$ cat config.mk
export PLATFORM = sky130hd
export DESIGN_NAME = frag_cnt_sb
export DESIGN_NICKNAME = d
export VERILOG_FILES = /design/src/rtl/frag_sb_pkg.sv /design/src/rtl/frag_sb_fifo.sv /design/src/rtl/frag_cnt_sb.sv
export SDC_FILE = /design/constraint.sdc
export NUM_CORES = 1
export LEC_CHECK = 0
export CAP_MARGIN = 20
export CORE_ASPECT_RATIO = 0.75
export CORE_MARGIN = 4
export CORE_UTILIZATION = 40
export DETAILED_ROUTE_END_ITERATION = 12
export PLACE_DENSITY = 0.65
export SLEW_MARGIN = 20
export SYNTH_ARGS = -nofsm -noshare
export SYNTH_HDL_FRONTEND = slang
export SYNTH_SLANG_ARGS = --single-unit
$ cat constraint.sdc
create_clock -name clk -period 6.85 [get_ports clk]
set_input_delay 1.7125 -clock clk [delete_from_list [all_inputs] [get_ports clk]]
set_output_delay 1.7125 -clock clk [all_outputs]
set_load 0.1 [all_outputs]
$ cat src/rtl/frag_sb_pkg.sv
// Shared types for the fragment-count scoreboard: FSM states, expected-count entries, results.
// Struct fields are sized for the widest supported tag/count; narrower instances zero-extend.
package frag_sb_pkg;

    parameter int unsigned SbTagW = 8;
    parameter int unsigned SbCntW = 16;

    typedef enum logic [1:0] {
        StAccum,
        StWaitExp,
        StStop
    } state_e;

    typedef struct packed {
        logic [SbTagW-1:0] tag;
        logic [SbCntW-1:0] cnt;
    } exp_entry_t;

    typedef struct packed {
        logic [SbTagW-1:0] tag;
        logic [SbCntW-1:0] cnt;
        logic              err;
    } chk_result_t;

endpackage

$ cat src/rtl/frag_sb_fifo.sv
// Synchronous FIFO of expected-count entries; wrap-bit pointers give the full/empty flags.
// Pushes when full and pops when empty are ignored.
module frag_sb_fifo
    import frag_sb_pkg::*;
#(
    parameter int unsigned Depth = 8
) (
    input  logic       clk,
    input  logic       rst,
    input  logic       push_i,
    input  logic       pop_i,
    input  exp_entry_t wdata_i,
    output exp_entry_t rdata_o,
    output logic       full_o,
    output logic       empty_o
);

    localparam int unsigned AW = $clog2(Depth);

    logic [AW:0] wptr_q, wptr_d;
    logic [AW:0] rptr_q, rptr_d;
    exp_entry_t  mem_q [Depth];
    logic        do_push, do_pop;

    assign empty_o = (wptr_q == rptr_q);
    assign full_o  = (wptr_q[AW] != rptr_q[AW]) && (wptr_q[AW-1:0] == rptr_q[AW-1:0]);
    assign do_push = push_i & ~full_o;
    assign do_pop  = pop_i & ~empty_o;
    assign rdata_o = mem_q[rptr_q[AW-1:0]];

    always_comb begin
        wptr_d = wptr_q;
        rptr_d = rptr_q;
        if (do_push) wptr_d = wptr_q + 1'b1;
        if (do_pop)  rptr_d = rptr_q + 1'b1;
    end

    always_ff @(posedge clk) begin
        if (!rst) begin
            wptr_q <= '0;
            rptr_q <= '0;
        end else begin
            wptr_q <= wptr_d;
            rptr_q <= rptr_d;
        end
    end

    always_ff @(posedge clk) begin
        if (do_push) mem_q[wptr_q[AW-1:0]] <= wdata_i;
    end

endmodule

$ cat src/rtl/frag_cnt_sb.sv
// Multi-lane fragment-count scoreboard: counts hits per triangle and checks against a FIFO of
// expected counts. Define FRAG_SB_STOP_ON_ERR_EN to halt on the first mismatch until reset.
module frag_cnt_sb
    import frag_sb_pkg::*;
#(
    parameter int unsigned LANES     = 2,
    parameter int unsigned TAG_W     = 8,
    parameter int unsigned CNT_W     = 16,
    parameter int unsigned EXP_DEPTH = 8,
    parameter int unsigned ERR_W     = 16
) (
    input  logic             clk,
    input  logic             rst,
    input  logic             exp_valid_i,
    output logic             exp_ready_o,
    input  logic [TAG_W-1:0] exp_tag_i,
    input  logic [CNT_W-1:0] exp_cnt_i,
    input  logic [LANES-1:0] hit_valid_i,
    input  logic [TAG_W-1:0] hit_tag_i,
    input  logic             tri_done_i,
    output logic             hit_ready_o,
    output logic             chk_valid_o,
    output logic [TAG_W-1:0] chk_tag_o,
    output logic [CNT_W-1:0] chk_cnt_o,
    output logic             chk_err_o,
    output logic [ERR_W-1:0] err_total_o,
    output logic             halted_o
);

    localparam int unsigned PcW  = 4;
    localparam int unsigned SumW = CNT_W + PcW;
    localparam logic [CNT_W-1:0] CntMax = {CNT_W{1'b1}};

    state_e           state_q, state_d;
    logic [CNT_W-1:0] cnt_q, cnt_d;
    logic [TAG_W-1:0] tag_q, tag_d;
    logic             sat_q, sat_d;
    chk_result_t      chk_q, chk_d;
    logic             chk_valid_q, chk_valid_d;
    logic [ERR_W-1:0] err_total_q, err_total_d;

    logic             fifo_full, fifo_empty, fifo_push, fifo_pop;
    exp_entry_t       fifo_wdata, fifo_head;

    logic [PcW-1:0]   pc;
    logic [SumW-1:0]  sum_wide;
    logic [CNT_W-1:0] sum;
    logic             sat_now;
    logic             cmp_fire, cmp_sat, cmp_err;
    logic [CNT_W-1:0] cmp_cnt;
    logic [TAG_W-1:0] cmp_tag;
    logic             unused_chk;

    always_comb begin
        pc = '0;
        for (int i = 0; i < LANES; i++) pc = pc + PcW'(hit_valid_i[i]);
        sum_wide = SumW'(cnt_q) + SumW'(pc);
        sat_now  = sat_q;
        sum      = sum_wide[CNT_W-1:0];
        if (sum_wide > SumW'(CntMax)) begin
            sum     = CntMax;
            sat_now = 1'b1;
        end
    end

    assign fifo_push  = exp_valid_i & exp_ready_o;
    assign fifo_wdata = '{tag: SbTagW'(exp_tag_i), cnt: SbCntW'(exp_cnt_i)};

    frag_sb_fifo #(
        .Depth(EXP_DEPTH)
    ) u_fifo (
        .clk     (clk),
        .rst     (rst),
        .push_i  (fifo_push),
        .pop_i   (fifo_pop),
        .wdata_i (fifo_wdata),
        .rdata_o (fifo_head),
        .full_o  (fifo_full),
        .empty_o (fifo_empty)
    );

    always_ff @(posedge clk) begin
        if (!rst) state_q <= StAccum;
        else      state_q <= state_d;
    end

    always_comb begin
        state_d = state_q;
        case (state_q)
            StAccum:   if (tri_done_i && fifo_empty) state_d = StWaitExp;
            StWaitExp: if (!fifo_empty) state_d = StAccum;
            default:   state_d = state_q;
        endcase
`ifdef FRAG_SB_STOP_ON_ERR_EN
        if (cmp_fire && cmp_err) state_d = StStop;
`endif
    end

    always_comb begin
        hit_ready_o = 1'b0;
        exp_ready_o = ~fifo_full;
        halted_o    = 1'b0;
        case (state_q)
            StAccum: hit_ready_o = 1'b1;
            StStop: begin
                exp_ready_o = 1'b0;
`ifdef FRAG_SB_STOP_ON_ERR_EN
                halted_o = 1'b1;
`endif
            end
            default: hit_ready_o = 1'b0;
        endcase
    end

    // WAIT_EXP compares the triangle latched into cnt_q/tag_q/sat_q when the FIFO was empty.
    always_comb begin
        cnt_d    = cnt_q;
        tag_d    = tag_q;
        sat_d    = sat_q;
        cmp_fire = 1'b0;
        fifo_pop = 1'b0;
        cmp_cnt  = sum;
        cmp_tag  = hit_tag_i;
        cmp_sat  = sat_now;
        case (state_q)
            StAccum: begin
                cnt_d = sum;
                sat_d = sat_now;
                if (tri_done_i) begin
                    if (!fifo_empty) begin
                        cmp_fire = 1'b1;
                        fifo_pop = 1'b1;
                        cnt_d    = '0;
                        sat_d    = 1'b0;
                    end else begin
                        tag_d = hit_tag_i;
                    end
                end
            end
            StWaitExp: begin
                cmp_cnt = cnt_q;
                cmp_tag = tag_q;
                cmp_sat = sat_q;
                if (!fifo_empty) begin
                    cmp_fire = 1'b1;
                    fifo_pop = 1'b1;
                    cnt_d    = '0;
                    sat_d    = 1'b0;
                end
            end
            default: ;
        endcase
        cmp_err = (fifo_head.cnt != SbCntW'(cmp_cnt)) | (fifo_head.tag != SbTagW'(cmp_tag)) |
                  cmp_sat;
    end

    always_comb begin
        chk_valid_d = cmp_fire;
        chk_d       = chk_q;
        err_total_d = err_total_q;
        if (cmp_fire) chk_d = '{tag: SbTagW'(cmp_tag), cnt: SbCntW'(cmp_cnt), err: cmp_err};
        if (cmp_fire && cmp_err && !(&err_total_q)) err_total_d = err_total_q + 1'b1;
    end

    always_ff @(posedge clk) begin
        if (!rst) begin
            cnt_q       <= '0;
            tag_q       <= '0;
            sat_q       <= 1'b0;
            chk_q       <= '0;
            chk_valid_q <= 1'b0;
            err_total_q <= '0;
        end else begin
            cnt_q       <= cnt_d;
            tag_q       <= tag_d;
            sat_q       <= sat_d;
            chk_q       <= chk_d;
            chk_valid_q <= chk_valid_d;
            err_total_q <= err_total_d;
        end
    end

    assign chk_valid_o = chk_valid_q;
    assign chk_tag_o   = chk_q.tag[TAG_W-1:0];
    assign chk_cnt_o   = chk_q.cnt[CNT_W-1:0];
    assign chk_err_o   = chk_q.err;
    assign err_total_o = err_total_q;
    // Upper struct bits stay zero when TAG_W/CNT_W are narrower than the package widths.
    assign unused_chk  = ^{chk_q.tag, chk_q.cnt};

endmodule

Word level (Yosys, flattened, before mapping)
Memory sizes are Yosys's and may differ from the RTL's. A register that Yosys moved wholly into a read port is not among the register bits.
Cells that the tools add are included.
- word-level logic and storage cells: 70
- output and inout bits: 45
- memories: 1
- register bits: 77
- bits in writable memories: 192
- input port bits: 38
- memories (name ; depth ; bits a word ; read ports ; clocked after memory_dff ; write ports ; RTL line ; RTL):
    u_fifo.mem_q ; 8 ; 24 ; 1 ; 1 ; 1 ; frag_sb_fifo.sv:22 ; exp_entry_t mem_q [Depth];
- $lt $le $gt $ge: 1
- eq/ne operators: 9
- reduce and logical (&&, ||, !) cells: 11
- bitwise gates (word level): 7
- $add $sub $neg: 5
- multiplexer cells: 25
- operators with widths (operator ; number):
    $mux W16 ; 5
    $pmux W16 S2 ; 1
    $add A16 B2 Y17 ; 1
    $gt A17 B16 Y1 const B ; 1
    $add A16 B1 Y16 const B ; 1
    $ne A16 B16 Y1 ; 1
    $reduce_and A16 Y1 ; 1
    $mux W1 ; 11
    $add A4 B1 Y4 const B ; 2
    $mux W8 ; 1
    $ne A8 B8 Y1 ; 1
    $mux W3 ; 2
    $reduce_and A3 Y1 ; 2
    $eq A4 B4 Y1 ; 1
    $logic_and A1 B1 Y1 ; 4
    $mux W2 ; 2
    $ne A2 B2 Y1 const B ; 2
    $pmux W1 S2 ; 2
    $pmux W2 S2 ; 1
    $and A1 B1 Y1 ; 3
    $eq A3 B3 Y1 ; 1
    $add A1 B1 Y2 ; 1
    $eq A2 B1 Y1 const B ; 1
    $eq A2 B2 Y1 const B ; 1
    other kinds (7) ; 9

Longest topological paths before layout
- depth after elaboration: 10
- depth in mapped cells: 15
- depth with buffers taken out: 11

Cells and area by module
A second synthesis with hierarchy kept.
- cells, all modules: 907
- area total of the unflattened synthesis: 12233.0 sq um
- by module, submodules not included (module ; instances ; cells each ; area an instance (sq um) ; seq. area each (sq um)):
    frag_sb_fifo ; 1 ; 360 ; 8015.2 ; 5985.7
    frag_cnt_sb ; 1 ; 547 ; 4217.8 ; 1361.3

Worst setup path after synthesis
Ideal clock, no wire load.
- path kind: input-to-reg
- start: input port hit_valid_i[0]
- end: register err_total_q[2], in the netlist err_total_o[2]
- data required time: 6781 ps
- buffers on the path: 2
- setup time: 69 ps
- data arrival time: 4475 ps
- stages on the path: 13
- path slack: 2307 ps
- cells stage by stage: fa_1 ha_1 and4_1 nand4_1 nand3_1 o21a_1 xnor2_1 or4_4 nor4_4 buf_6 buf_8 o21ai_2 a21oi_2
- cells in the longest elaborated chain, start to end: 10
- elaborated cells between the ends (all ways): 12
- classes of those cells: add/sub: 2; order compare: 1; eq/ne: 1; mux: 4; bitwise: 2; reduce/logical: 2
- RTL lines (element ; RTL line ; RTL):
    start: declaration ; frag_cnt_sb.sv:18 ; input logic [LANES-1:0] hit_valid_i,
    $add A1 B1 Y2 * ; frag_cnt_sb.sv:56 ; for (int i = 0; i < LANES; i++) pc = pc + PcW'(hit_valid_i[i]);
    $add A16 B2 Y17 * ; frag_cnt_sb.sv:57 ; sum_wide = SumW'(cnt_q) + SumW'(pc);
    $gt A17 B16 Y1 ; frag_cnt_sb.sv:60 ; if (sum_wide > SumW'(CntMax)) begin
    $mux W16 ; frag_cnt_sb.sv:60 ;
    $mux W16 ; frag_cnt_sb.sv:125 ; case (state_q)
    $ne A16 B16 Y1 ; frag_cnt_sb.sv:153 ; cmp_err = (fifo_head.cnt != SbCntW'(cmp_cnt)) | (fifo_head.tag != SbTagW'(cmp_tag)) |
    $or A1 B1 Y1 ; frag_cnt_sb.sv:153 ;
    $or A1 B1 Y1 * ; frag_cnt_sb.sv:153 ;
    $logic_and A1 B1 Y1 * (2 in series) ; frag_cnt_sb.sv:162 ; if (cmp_fire && cmp_err && !(&err_total_q)) err_total_d = err_total_q + 1'b1;
    end signal: assignment ; frag_cnt_sb.sv:179 ; err_total_q <= err_total_d;
    end: declaration ; frag_cnt_sb.sv:40 ; logic [ERR_W-1:0] err_total_q, err_total_d;
Every way passes the cells marked *; elsewhere a longest branch is shown, timed or not.
A chain may end at the register's enable or synchronous reset.

Worst setup path after layout
- start: input port hit_valid_i[0]
- end: register err_total_q[9], in the netlist err_total_o[9]
The elaborated chain is that of the path after synthesis.

==> impl_metrics.ini <==
[floorplan]
rows = 53
die_w_um = 203.8
initial_core_util_pct = 40.80
io-pin-count = 83
die_area_sq_um = 31550
core-area_sq_um = 28180
die_h_um = 154.8

[setup_path]
startpoint_type = input port
cp-end-kind = flop
required_ns = 7.23
crit_path_start = hit_valid_i[0]
worst-setup-path-type = input port to flop
r2r_end = err_total_o[9]$_SDFFE_PN0P_
ff2ff_path_depth = 12
cp_max_fo = 33
reg2reg_slack_ns = 2.97
r2r-start = cnt_q[0]$_SDFFE_PN0P_
crit_arrival_ns = 5.52
crit_end = err_total_o[9]$_SDFFE_PN0P_

[grt]
grt.busiest_layer = met1
antenna_found_initial = 0
grt_remaining_overflow = 0
grt_pass1_vias = 6879
use_met1_pct = 24.72
grt_pass1_wl_um = 39990
use_met3_pct = 2.892
grt_max_degree = 72
grt_usage_pct = 16.13
grt_use_met2_pct = 24.45

[timing]
clock.fmax_mhz = 194.5
setup_viol = 0
skew_ns = 0.006385
period_minus_slack_ns = 5.142
grt_setup_unrepaired = no
final.period_utilization_pct = 75.07
tns_ns = 0
slew_headroom_pct = 31.79
finalHoldViolCount = 0
fin_ws_ns = 1.708
final_max_slew_viol_count = 0
tightestPinTransition_ns = 1.019

[cts]
cts_tree = yes
clock-sinks = 271
post_cts.repair.setup_buffers = 0
htreeDepth = 1
numCtsBuffers = 27
clk_latency_ns = 0.53
cts_root_buffer = clkbuf_16
clockBufferDepth = 3
cts_resized = 0
clk_pin_slew_worst_paths_ns = 0.06
hold_buffers = 0

[route]
wire_per_inst_um = 19.62
drt_wl_total_um = 25660
via_per_inst = 5.349
vias = 6996
ant_nets = 0
drt_pass1_iterations = 5
post-route-drc-count = 0
drt-initial-drc-count = 503

[job]
drv_cap = 0

[synthesis]
synth-simple-area-share_pct = 9.803
synth_compound_area_share_pct = 7.181
synth_xor_area_share_pct = 2.742
ys.flop_type = edfxtp_1
yosys_warnings = 0
ys_seq_area_share_pct = 63.89
synthesis.area_sq_um = 11500
synth_fa_ha_area_share_pct = 0.6093
syn_nets = 872
synth_top_family_by_area = multiplexers
synth_area_per_cell_sq_um = 13.87
syn_inst = 829
ys_ff_latch = 271
synthArstFlopShare_pct = 0
synthMuxAreaShare_pct = 13.27
synth_edf_count = 192
synth_cell_types = 54

[layout]
fillers = 2454
nets = 945
final_layout_size_suffix_gt1_share_pct = 15.06
area_growth_pct = 17.81
antennaDiodeCount = 0
final_cell_area_sq_um = 13550

[power_and_ir_drop]
vdd_drop_max_v = 0.0002314
power-per-cell-area_nw_per_um2 = 334.4
p_leak_nw = 4.278

[hold_path]
hp-class = flop to flop

[place]
dpl.hpwl_um = 16200
dpl_worst_slack_ns = 1.176
gp_congestion = 0.9209
dpl_cell_area_sq_um = 12690
io_buffers = 81

[outcome]
status = completed
[stage by stage]
stage          hold slack (ns)  std cells  total power, mW  utilization (%)
2_1_floorplan           0.4582        829            2.834                -
3_3_place_gp            0.4502       1258            3.127            45.02
3_5_place_dp            0.4498       1258            3.137            45.02
4_1_cts                 0.4552       1308            4.576            48.07
5_1_grt                 0.4743       1308            4.734            48.07
6_report                0.4538       1308            4.530            48.07
[where the power goes]
group	internal, mW	switching [mW]	total (mW)
clock	0.832	0.605	1.44
sequential	1.84	0.0680	1.91
combinational	0.434	0.750	1.18
total	3.11	1.42	4.53
[cell families (layout without fill, tap and decap cells)]
logic type,count (synthesis),count (layout)
fa+ha+maj,5,5
mux,99,99
buf+inv,57,151
other cells,1,1
xor+xnor,36,36
simple gates,229,229
compound gates,131,131
flops,271,271
[final cells by class]
class | count | area [sq um] | area share (%)
Clock buffer | 36 | 739.5 | 5.458
Clock inverter | 14 | 121.4 | 0.8958
Inverter | 2 | 7.507 | 0.05541
Multi-Input combinational cell | 501 | 3902 | 28.80
Sequential cell | 271 | 7350 | 54.25
Tap cell | 385 | 481.7 | 3.556
Timing Repair Buffer | 99 | 945.9 | 6.982
[cells in the final DEF, fill, tap and decap left out, types with 25 or more instances in the layout]
cell type	instances
nor2_1	76
clkbuf_16	27
clkdlybuf4s50_1	81
a21oi_1	40
edfxtp_1	192
mux4_2	42
nand2_1	42
mux2i_1	49
o21ai_0	32
dfxtp_1	77
nand3_1	25
[state kept, by name, summed over array words and instances, names as in the netlist, named ones only]
name and count:
u_fifo.mem_q 192, chk_cnt_o 16, cnt_q 16, err_total_o 16, chk_tag_o 8, tag_q 8
u_fifo.rptr_q 4, u_fifo.wptr_q 4, chk_err_o 1, chk_valid_o 1, sat_q 1, state_q 1
[worst min path at each step]
stage / start / endpoint / slack, ns / depth (start not counted)
finish: chk_cnt_o[2]$_SDFFE_PN0P_ / chk_cnt_o[2]$_SDFFE_PN0P_ / 0.45 / 2
detailed placement: chk_cnt_o[2]$_SDFFE_PN0P_ / chk_cnt_o[2]$_SDFFE_PN0P_ / 0.45 / 2
floorplan: cnt_q[0]$_SDFFE_PN0P_ / cnt_q[0]$_SDFFE_PN0P_ / 0.46 / 2
global route: chk_cnt_o[2]$_SDFFE_PN0P_ / chk_cnt_o[2]$_SDFFE_PN0P_ / 0.47 / 2
CTS: chk_cnt_o[2]$_SDFFE_PN0P_ / chk_cnt_o[2]$_SDFFE_PN0P_ / 0.46 / 2
global placement: chk_cnt_o[2]$_SDFFE_PN0P_ / chk_cnt_o[2]$_SDFFE_PN0P_ / 0.45 / 2
[synth_stat cells, types with 2 or more instances]
master | n | share of area, %
buf_4 | 10 | 0.65
clkbuf_1 | 28 | 0.91
nor3_1 | 9 | 0.39
nor2b_1 | 3 | 0.16
mux2_2 | 8 | 0.78
o21ai_0 | 32 | 1.4
a22oi_1 | 2 | 0.13
ha_1 | 4 | 0.44
o22ai_1 | 3 | 0.16
a221oi_1 | 3 | 0.23
nor3b_1 | 2 | 0.13
mux2i_1 | 49 | 4.3
a21o_1 | 6 | 0.39
edfxtp_1 | 192 | 50
nor4_1 | 5 | 0.27
mux4_2 | 42 | 8.2
nor2_1 | 82 | 2.7
and2_1 | 4 | 0.22
nand4_1 | 14 | 0.76
a21oi_2 | 8 | 0.61
a211oi_1 | 11 | 0.72
a21oi_1 | 40 | 1.7
buf_1 | 4 | 0.13
o21a_1 | 3 | 0.20
nand2b_1 | 4 | 0.22
xnor2_1 | 16 | 1.2
and4_1 | 4 | 0.30
buf_2 | 11 | 0.48
o21ai_2 | 8 | 0.61
nand2_1 | 42 | 1.4
dfxtp_1 | 79 | 14
a31oi_1 | 2 | 0.11
and3_1 | 13 | 0.71
o31ai_1 | 6 | 0.39
nand3_1 | 25 | 1.1
xor2_1 | 20 | 1.5
or4_1 | 8 | 0.52
inv_1 | 2 | 0.065
or3_1 | 10 | 0.54
[worst max-delay path: stages]
cell and delay [ns]:
clkdlybuf4s50_1 0.48, fa_1 0.25, ha_1 0.29, and4_1 0.26
nand4_1 0.51, nand3_1 0.27, o21a_1 0.19, xnor2_1 0.09
or4_4 0.51, nor4_4 0.31, buf_4 0.38, or4_1 0.18
a21oi_1 0.06
[per-layer routing]
layer  part of all wire [%]  vias up
li1                       -     3313
met1                     48     3453
met2                     45      198
met3                    5.8       32
met4                    1.6        0
met5                      0        -
Note: power is estimated with default switching activity, not from simulation.
